[config.mk]
export PLATFORM = sky130hd
export DESIGN_NAME = class_sum_accumulator_flat
export DESIGN_NICKNAME = d
export VERILOG_FILES = /design/src/rtl/class_sum_accumulator_pkg.sv /design/src/rtl/class_sum_accumulator_if.sv /design/src/rtl/class_sum_accumulator_lane.sv /design/src/rtl/class_sum_accumulator.sv /design/src/flat_wrapper.sv
export SDC_FILE = /design/constraint.sdc
export NUM_CORES = 1
export LEC_CHECK = 0
export ABC_AREA = 1
export BUFFER_PORTS_ARGS = -buffer_cell sky130_fd_sc_hd__buf_2
export CORE_ASPECT_RATIO = 1.5
export CORE_MARGIN = 2
export CORE_UTILIZATION = 45
export DETAILED_ROUTE_END_ITERATION = 7
export SLEW_MARGIN = 10
export SYNTH_ARGS = -nofsm -noshare
export SYNTH_HDL_FRONTEND = slang
export SYNTH_SLANG_ARGS = --single-unit
[constraint.sdc]
create_clock -name clk -period 3.1 [get_ports clk]
set_input_delay 0.31 -clock clk [delete_from_list [all_inputs] [get_ports clk]]
set_output_delay 0.31 -clock clk [all_outputs]
set_load 0.01 [all_outputs]
[src/rtl/class_sum_accumulator_pkg.sv]
// cnn_pkg: state type, default class count and ReLU/saturate helper
// shared by the class_sum_accumulator slice.
package cnn_pkg;

    localparam int N_CLASSES_DEFAULT = 10;

    typedef enum logic {
        ACCUM,
        HOLD
    } acc_state_t;

    // Signed value -> unsigned dw-bit score: negative to 0, saturate high.
    function automatic logic [63:0] clamp_u(
        input logic signed [63:0] v,
        input int                 dw
    );
        logic [63:0] top;
        top = (64'd1 << dw) - 64'd1;
        if (v < 0) return '0;
        if ($unsigned(v) > top) return top;
        return $unsigned(v);
    endfunction

endpackage

[src/rtl/class_sum_accumulator_if.sv]
// Stream-in / scores-out bundle of class_sum_accumulator.
// master = feeder + consumer side, slave = accumulator.
interface class_sum_accumulator_if
    import cnn_pkg::*;
#(
    parameter int DATA_WIDTH = 16,
    parameter int N_MATS     = N_CLASSES_DEFAULT
);
    logic                               clear;
    logic                               s_valid;
    logic                               s_ready;
    logic [N_MATS-1:0][DATA_WIDTH-1:0]  s_data;
    logic [N_MATS-1:0][DATA_WIDTH-1:0]  sum;
    logic                               out_valid;
    logic                               out_ready;
    logic                               frame_err;

    modport master (
        output clear, s_valid, s_data, out_ready,
        input  s_ready, sum, out_valid, frame_err
    );

    modport slave (
        input  clear, s_valid, s_data, out_ready,
        output s_ready, sum, out_valid, frame_err
    );
endinterface

[src/rtl/class_sum_accumulator_lane.sv]
// One class lane: running signed sum, then pool/clamp into a score.
// AVG_POOL_EN selects the floor mean instead of the raw sum.
module class_sum_lane
    import cnn_pkg::*;
#(
    parameter int DW  = 16,
    parameter int PIX = 16,
    parameter int AW  = DW + $clog2(PIX)
) (
    input  logic          clk,
    input  logic          rst_n,
    input  logic          beat,
    input  logic          last,
    input  logic          clear,
    input  logic [DW-1:0] data,
    output logic [DW-1:0] sum
);
    logic signed [AW-1:0] acc;
    logic signed [AW-1:0] total;
    logic signed [AW-1:0] pooled;
    logic signed [63:0]   wide;
    logic        [DW-1:0] score;

    assign total = acc + {{(AW-DW){data[DW-1]}}, data};

`ifdef AVG_POOL_EN
    localparam int SH = $clog2(PIX);
    assign pooled = total >>> SH;
`else
    assign pooled = total;
`endif

    assign wide  = {{(64-AW){pooled[AW-1]}}, pooled};
    assign score = DW'(clamp_u(wide, DW));

    always_ff @(posedge clk or negedge rst_n) begin
        if (!rst_n) begin
            acc <= '0;
            sum <= '0;
        end else if (clear) begin
            acc <= '0;
        end else if (beat) begin
            if (last) begin
                acc <= '0;
                sum <= score;
            end else begin
                acc <= total;
            end
        end
    end
endmodule

[src/rtl/class_sum_accumulator.sv]
// Per-class pixel sum/mean reducer feeding the class max comparator.
// Optional feature macro: AVG_POOL_EN (floor mean instead of raw sum).
module class_sum_accumulator
    import cnn_pkg::*;
#(
    parameter int DATA_WIDTH  = 16,
    parameter int N_MATS      = N_CLASSES_DEFAULT,
    parameter int PIX_PER_MAP = 16
) (
    input logic                    clk,
    input logic                    rst_n,
    class_sum_accumulator_if.slave bus
);
    localparam int ACC_WIDTH = DATA_WIDTH + $clog2(PIX_PER_MAP);
    localparam int CW        = $clog2(PIX_PER_MAP);

    if (PIX_PER_MAP < 2) begin : g_bad_pix
        $error("PIX_PER_MAP must be >= 2");
    end
`ifdef AVG_POOL_EN
    if ((PIX_PER_MAP & (PIX_PER_MAP - 1)) != 0) begin : g_bad_pow2
        $error("AVG_POOL_EN needs PIX_PER_MAP to be a power of 2");
    end
`endif

    acc_state_t                        state;
    logic [CW-1:0]                     pix_cnt;
    logic                              ready_q;
    logic                              valid_q;
    logic                              err_q;
    logic                              beat;
    logic                              last;
    logic [N_MATS-1:0][DATA_WIDTH-1:0] sums;

    // ready_q is only ever set while in ACCUM, so it alone gates a beat.
    assign beat = bus.s_valid && ready_q && !bus.clear;
    assign last = (pix_cnt == CW'(PIX_PER_MAP - 1));

    assign bus.s_ready   = ready_q;
    assign bus.out_valid = valid_q;
    assign bus.frame_err = err_q;
    assign bus.sum       = sums;

    always_ff @(posedge clk or negedge rst_n) begin
        if (!rst_n) begin
            state   <= ACCUM;
            pix_cnt <= '0;
            ready_q <= 1'b0;
            valid_q <= 1'b0;
            err_q   <= 1'b0;
        end else if (bus.clear) begin
            if (state == ACCUM && pix_cnt != '0) err_q <= 1'b1;
            pix_cnt <= '0;
            state   <= ACCUM;
            valid_q <= 1'b0;
            ready_q <= 1'b1;
        end else begin
            unique case (state)
                ACCUM: begin
                    ready_q <= 1'b1;
                    if (beat) begin
                        if (last) begin
                            pix_cnt <= '0;
                            state   <= HOLD;
                            ready_q <= 1'b0;
                            valid_q <= 1'b1;
                        end else begin
                            pix_cnt <= pix_cnt + CW'(1);
                        end
                    end
                end
                HOLD: begin
                    if (bus.out_ready) begin
                        state   <= ACCUM;
                        valid_q <= 1'b0;
                        ready_q <= 1'b1;
                    end
                end
                default: state <= ACCUM;
            endcase
        end
    end

    for (genvar k = 0; k < N_MATS; k++) begin : g_lane
        class_sum_lane #(
            .DW  (DATA_WIDTH),
            .PIX (PIX_PER_MAP),
            .AW  (ACC_WIDTH)
        ) u_lane (
            .clk   (clk),
            .rst_n (rst_n),
            .beat  (beat),
            .last  (last),
            .clear (bus.clear),
            .data  (bus.s_data[k]),
            .sum   (sums[k])
        );
    end
endmodule

[src/flat_wrapper.sv]
// flat-port wrapper written by rule: the top's interface ports become plain ports
module class_sum_accumulator_flat import cnn_pkg::*;
#(
    parameter int DATA_WIDTH  = 16,
    parameter int N_MATS      = N_CLASSES_DEFAULT,
    parameter int PIX_PER_MAP = 16
)
  (clk, rst_n, bus_clear, bus_s_valid, bus_s_data, bus_out_ready, bus_s_ready, bus_sum, bus_out_valid, bus_frame_err);
  class_sum_accumulator_if #(.DATA_WIDTH(DATA_WIDTH), .N_MATS(N_MATS)) bus_i ();
  input logic clk;
  input logic rst_n;
  input wire logic [$bits(bus_i.clear)-1:0] bus_clear;
  input wire logic [$bits(bus_i.s_valid)-1:0] bus_s_valid;
  input wire logic [$bits(bus_i.s_data)-1:0] bus_s_data;
  input wire logic [$bits(bus_i.out_ready)-1:0] bus_out_ready;
  output wire logic [$bits(bus_i.s_ready)-1:0] bus_s_ready;
  output wire logic [$bits(bus_i.sum)-1:0] bus_sum;
  output wire logic [$bits(bus_i.out_valid)-1:0] bus_out_valid;
  output wire logic [$bits(bus_i.frame_err)-1:0] bus_frame_err;
  assign bus_i.clear = bus_clear;
  assign bus_i.s_valid = bus_s_valid;
  assign bus_i.s_data = bus_s_data;
  assign bus_i.out_ready = bus_out_ready;
  assign bus_s_ready = bus_i.s_ready;
  assign bus_sum = bus_i.sum;
  assign bus_out_valid = bus_i.out_valid;
  assign bus_frame_err = bus_i.frame_err;
  class_sum_accumulator #(.DATA_WIDTH(DATA_WIDTH), .N_MATS(N_MATS), .PIX_PER_MAP(PIX_PER_MAP)) u_core (.clk(clk), .rst_n(rst_n), .bus(bus_i));
endmodule
; Word level (Yosys, flattened, before mapping)
; Cells that the tools add are included.
[totals]
reg_bits = 368
inputBits = 165
out_inout_bits = 163
elab_cells = 192
[op_classes]
n_addsub = 11
n_lt_le_gt_ge = 20
eq_ne = 5
n_mux = 119
n_bitwise = 2
n_reduce_logical = 10
[op_table]
columns = operator, count
row1 = "64-bit by 16-bit greater-than comparator with 1-bit output, second input constant", 10
row2 = 16-bit 2-to-1 mux, 40
row3 = 20-bit 2-to-1 mux, 30
row4 = 20-bit adder, 10
row5 = "20-bit by 1-bit < comparator with 1-bit output, second input constant", 10
row6 = 1-bit 2-to-1 mux, 42
row7 = 4-bit 2-to-1 mux, 4
row8 = "3-bit != test, second input constant", 2
row9 = 1-bit one-hot mux with 2 select lines, 3
row10 = 3-bit AND reduction, 2
row11 = "4-bit by 1-bit adder with 4-bit output, second input constant", 1
row12 = "4-bit == test, second input constant", 1
row13 = 2-bit AND reduction, 2
row14 = 4-bit nonzero test, 1
row15 = 1-bit logical AND, 3
row16 = "3-bit by 2-bit != test with 1-bit output, second input constant", 1
row17 = "2-bit != test, second input constant", 1
row18 = 1-bit inverter, 2
row19 = 2-bit nonzero test, 1
row20 = 1-bit logical NOT, 1

; Depth between registers and ports, before layout
[depth]
word_depth = 6
mapped_depth = 17
mapped_depth_nobuf = 16

; By module
; Synthesis repeated with hierarchy kept, for this count alone.
[hier_totals]
cells_unflattened = 3799
hier_area_um2 = 26964.6
[by_module_without_submodules]
columns = module, instances, cells_each, area_per_inst_um2, seq_area_each_um2
row1 = class_sum_lane, 10, 374, 2650.0, 900.9
row2 = class_sum_accumulator, 1, 59, 464.2, 200.2

; Least setup slack after synthesis
; No wires, ideal clock.
[synth_timing]
kind = reg2reg
from = reg u_core.g_lane[6].u_lane.acc[0]
to = reg u_core.g_lane[6].u_lane.sum[10]
setup_time_ns = 0.116
arrival_time_ns = 2.088
required_time_ns = 2.984
slack_ns = 0.896
path_stages_with_launch = 17
n_path_buf = 1
synth_period_minus_slack_ns = 2.204
cell_sequence = dfrtp_1 -> ha_1 -> inv_1 -> fa_1 -> inv_1 -> nand3_1 -> nand3_1 -> nand2_1 -> nand2_1 -> nand2_1 -> nand3_1 -> nand2_2 -> nor2_4 -> buf_2 -> nand3_1 -> nand2_1 -> nand2_1
[synth_via]
elab_chain_cells = 6
word_cells_on_any_way = 9
cone_classes = 1 x add/sub / 2 x order compare / 6 x mux
[synth_rtl]
columns = item, line_no
row1 = from (decl), class_sum_accumulator_lane.sv:18  ; logic signed [AW-1:0] acc;
row2 = from (signal assigned), class_sum_accumulator_lane.sv:47  ; acc <= total;
row3 = 20-bit adder *, class_sum_accumulator_lane.sv:24  ; assign total = acc + {{(AW-DW){data[DW-1]}}, data};
row4 = 64-bit by 16-bit greater-than comparator with 1-bit output, class_sum_accumulator_pkg.sv:20  ; if ($unsigned(v) > top) return top;
row5 = 1-bit 2-to-1 mux (2 in series), class_sum_accumulator_pkg.sv:20
row6 = 16-bit 2-to-1 mux, class_sum_accumulator_pkg.sv:21  ; return $unsigned(v);
row7 = 16-bit 2-to-1 mux *, class_sum_accumulator_pkg.sv:20
row8 = to (signal assigned), class_sum_accumulator_lane.sv:45  ; sum <= score;
row9 = to (decl), class_sum_accumulator_lane.sv:16  ; output logic [DW-1:0] sum
; Every way passes the cells marked *; elsewhere a longest branch is shown, timed or not. The select of a mux whose other input is x is not followed.
; A chain may end at the register's enable or synchronous reset.

; Worst setup path in the final report
[layout_timing]
from = reg u_core.g_lane[1].u_lane.acc[0]
to = reg u_core.g_lane[1].u_lane.sum[3]
[layout_via]
elab_chain_cells = 6
word_cells_on_any_way = 9
cone_classes = 1 x add/sub / 2 x order compare / 6 x mux
[layout_rtl]
columns = item, line_no
row1 = from (decl), class_sum_accumulator_lane.sv:18
row2 = from (signal assigned), class_sum_accumulator_lane.sv:47
row3 = 20-bit adder *, class_sum_accumulator_lane.sv:24
row4 = 64-bit by 16-bit greater-than comparator with 1-bit output, class_sum_accumulator_pkg.sv:20
row5 = 1-bit 2-to-1 mux (2 in series), class_sum_accumulator_pkg.sv:20
row6 = 16-bit 2-to-1 mux, class_sum_accumulator_pkg.sv:21
row7 = 16-bit 2-to-1 mux *, class_sum_accumulator_pkg.sv:20
row8 = to (signal assigned), class_sum_accumulator_lane.sv:45
row9 = to (decl), class_sum_accumulator_lane.sv:16
; Marks and branches as above.

==> metrics.md <==
| Metric | Value |
|---|---|
| Top-count cell post-synth | nand2_1 |
| Via count | 24,300 |
| Met2 usage | 48.7% |
| GPL Wtd Cong | 0.930 |
| Finished Layout Cells | about 4,800 |
| Setup bufs post-CTS | 0 |
| Sw Pwr | ~6500 µW |
| Crit. End Element | flop |
| Hold depth | 2 |
| CP required | around 3600 ps |
| Critical path's slowest cell | fa_1 |
| DR vias/cell | 5.07 |
| Crit path DAT | 3220 ps |
| Clk slew on worst S/H paths | 60 ps |
| Routed len/inst | 16.0 µm |
| Routed Antenna Nets | 0 |
| Status | completed |
| Int Power | 10,500 µW |
| Setup crit start kind | flop |
| Register share of total power | 32.0% |
| Final period utilization | about nine tenths |
| Hold Path Class | input pin to flop |
| Boundary Pins | 328 |
| Slowest stage delay, CP | 410 ps |
| Total CTS buffers | 42 |
| Synth top cells by count | 1,424 x nand2_1, 373 x inv_1, 368 x dfrtp_1, 288 x nand3_1, 192 x ha_1 |
| Setup ws final | 337 ps |
| GRT met3 Usage | 4.67% |
| Port buffer count | 327 |
| Clk network pwr share | 31.7% |
| RSZ-0062 raised after global routing | false |
| Number of max-cap violations | 0 |
| Initial core utilization | 45.3% |
| Htree depth | 2 |
| Post-route DRC violation count | 0 |
| CTS root buffer | clkbuf_16 |
| DP HPWL | 58,000 µm |
| DRT Pass-1 Iters | 6 |
| CTS tree | done |
| Post-layout nets | approximately 4,400 |
| Die area | 0.0601 mm² |
| Post-Syn Area | 0.0262 mm² |
| Leakage | 0.0168 µW |
| Area leader, netlist | dfrtp_1 |
| FP Rows | ~110 |
| Met1 Usage GRT | 28.7% |
| Worst path most repeated cell | nand2_1 |
| Initial antenna violation count | 15 |
| Fmax | 362 MHz |
| Crit path cell chain | ha_1, inv_1, fa_1, inv_1, nand3_1, nand3_1, nand2_1, nand2_1, nand2_1, nand3_1, nand2_1, nor2_4, nand3_1, nand2_1, nand2_1 |
| Setup tns final | 0 ps |
| Synth top area share | 35.2% |
| Cells after synthesis | around 3,700 |
| Warnings from Yosys | 0 |
| Post-synth EDFFs | 0 |
| First-pass GRT wire length | 125,000 µm |
| Ys flop type | dfrtp_1 |
| Final Max Tran Viols | 0 |
| Peak VDD IR | 0.382 mV |
| Slew at the pin closest to its max-slew limit | around 780 ps |
| GRT Max-Usage Layer | met2 |
| Final Setup Violations | 0 |
| R2R cell count | 15 |
| Worst Skew | 18.0 ps |
| Comb pwr share | 36.3% |
| Dpl cells | ~4,700 |
| Worst-path fanout max | 16 |
| CTS Buffer Depth | 3 |
| FILL cells | 5,910 |
| Largest net degree at the start of global routing | 83 |
| Core ar. | 0.0577 mm² |
| Fin crit period | ~2800 ps |
| Synth area leaders | dfrtp_1 35%, nand2_1 20%, ha_1 9.2% |
| Distinct cell type count after synthesis | 43 |
| PostCTS Resize Cnt | 0 |
| Syn_area_per_cell | 7.11 µm² |
| CP Class | flop to flop |
| Ys async rst share | 100% |
| Pwr per Cell Area | about 570 mW/mm² |
| Initial DRC Count | 948 |
| Synth Register Bits | 368 |
| Final hold vios | 0 |
| Total wire length | 76,800 µm |
| Remaining global-route overflow | 0 |
| Sw Ratio | 38.4% |
| Area grow syn2layout | 15.1% |
| Total Routing Usage GR | between 20% and 30% |
| Worst rel slew slack | 48.0% |
| Worst-Skew Late Latency | about 570 ps |
| Die width | 201 µm |
| Die height | between 200 and 300 µm |
| Post-Place Worst Slack | 313 ps |
| Layout cells sized above 1 | 13.3% |
| Vias in the first global route | around 25,000 |
| Synthesized Nets | 4,048 |
| Clock sinks | ~370 |
| Sequential area share after synthesis | 35.2% |
==> final cells by class <==
cell class / instances / area [µm²] / area share, %
Clock buffer: 53 / 1200 / 3.97
Multi-Input combinational cell: 2830 / 15000 / 49.7
Timing Repair Buffer: 354 / 1990 / 6.62
Sequential cell: 368 / 9210 / 30.6
Antenna cell: 2 / 5.00 / 0.0166
Clock inverter: 23 / 285 / 0.948
Tap cell: 770 / 963 / 3.20
Inverter: 392 / 1480 / 4.91
==> final timing paths <==
path	start	endpoint	slack, ps
min reg2reg	u_core.g_lane[2].u_lane.sum[12]	u_core.g_lane[2].u_lane.sum[12]	470
min	bus_clear	u_core.bus.out_valid	40
max	u_core.g_lane[1].u_lane.acc[0]	u_core.g_lane[1].u_lane.sum[3]	340
max in group asynchronous	rst_n	u_core.g_lane[4].u_lane.sum[4]	1900
min in group asynchronous	rst_n	u_core.g_lane[0].u_lane.sum[6]	290
max reg2reg	u_core.g_lane[1].u_lane.acc[0]	u_core.g_lane[1].u_lane.sum[3]	340
==> per-stage QoR <==
stage | hold slack, ps | power [µW] | area (µm²) | utilization, %
floorplan | 14.4 | 10200 | 26200 | -
global placement | 305 | 11700 | 28600 | 49.6
detailed placement | 305 | 11700 | 28600 | 49.6
CTS | 3.53 | 17300 | 30100 | 52.2
global route | 35.5 | 18300 | 30100 | 52.2
finish | 41.7 | 17100 | 30100 | 52.2
==> power by group through the flow <==
stage | logic (µW) | clock network, µW | registers (µW)
floorplan | 4680 | 0 | 5480
CTS | 6230 | 5560 | 5470
global route | 7000 | 5750 | 5520
global placement | 6190 | 0 | 5540
detailed placement | 6200 | 0 | 5540
finish | 6200 | 5410 | 5470
==> state kept, by name, summed over array words and instances (netlist names) <==
signal	flops
u_core.bus.out_valid	1
u_core.pix_cnt	4
u_core.bus.frame_err	1
u_core.g_lane.u_lane.sum	160
u_core.g_lane.u_lane.acc	200
u_core.state	1
u_core.bus.s_ready	1
==> kinds of logic after synthesis <==
kind of cell / Yosys count / share of synthesized area, %
flip-flops: 368 / 35.2
adder cells (fa/ha/maj): 202 / 9.95
XOR/XNOR: 130 / 4.35
AND/OR/NAND/NOR: 2033 / 33.0
buffers and inverters: 483 / 7.61
AO/OA/AOI/OAI: 465 / 9.85
==> per-layer routing <==
layer | wire, µm | up-vias
met2 | 40000 | 489
met5 | 126 | -
met4 | 2290 | 22
met1 | 30600 | 11200
met3 | 3800 | 143
li1 | - | 12500
==> timing repair <==
action / CTS / global route
hold buffers: 2 / 0
endpoints found under the hold margin: 56 / 0
setup endpoints to repair: 0 / 0
==> placed cells by master, fill, tap and decap left out, types with 6 or more instances in the layout <==
cell	count
o21ai_1	10
buf_2	326
nand3_2	23
nor2_2	12
nor3_1	11
clkbuf_16	45
inv_2	15
nand2_2	14
o22ai_1	10
nand4_1	18
o21bai_1	20
nand2_1	1424
nor2_4	28
inv_1	372
xor2_1	49
nand3_1	288
a22o_1	40
nor4_1	10
nor2_1	174
fa_1	10
dfrtp_1	368
and2_1	17
o21ai_0	183
xnor2_1	81
buf_12	11
o31ai_1	10
ha_1	192
a21oi_1	188
clkinv_2	10
bufinv_16	6
buf_4	14
==> critical path: cells and delay by family (launching register included) <==
| kind | cells | cell delay [ps] |
|---|---|---|
| adders and majority gates | 2 | 670 |
| buffers and inverters | 2 | 220 |
| DFF | 1 | 350 |
| and+or+nand+nor | 11 | 1420 |
Note: power is estimated with default switching activity, not from simulation.
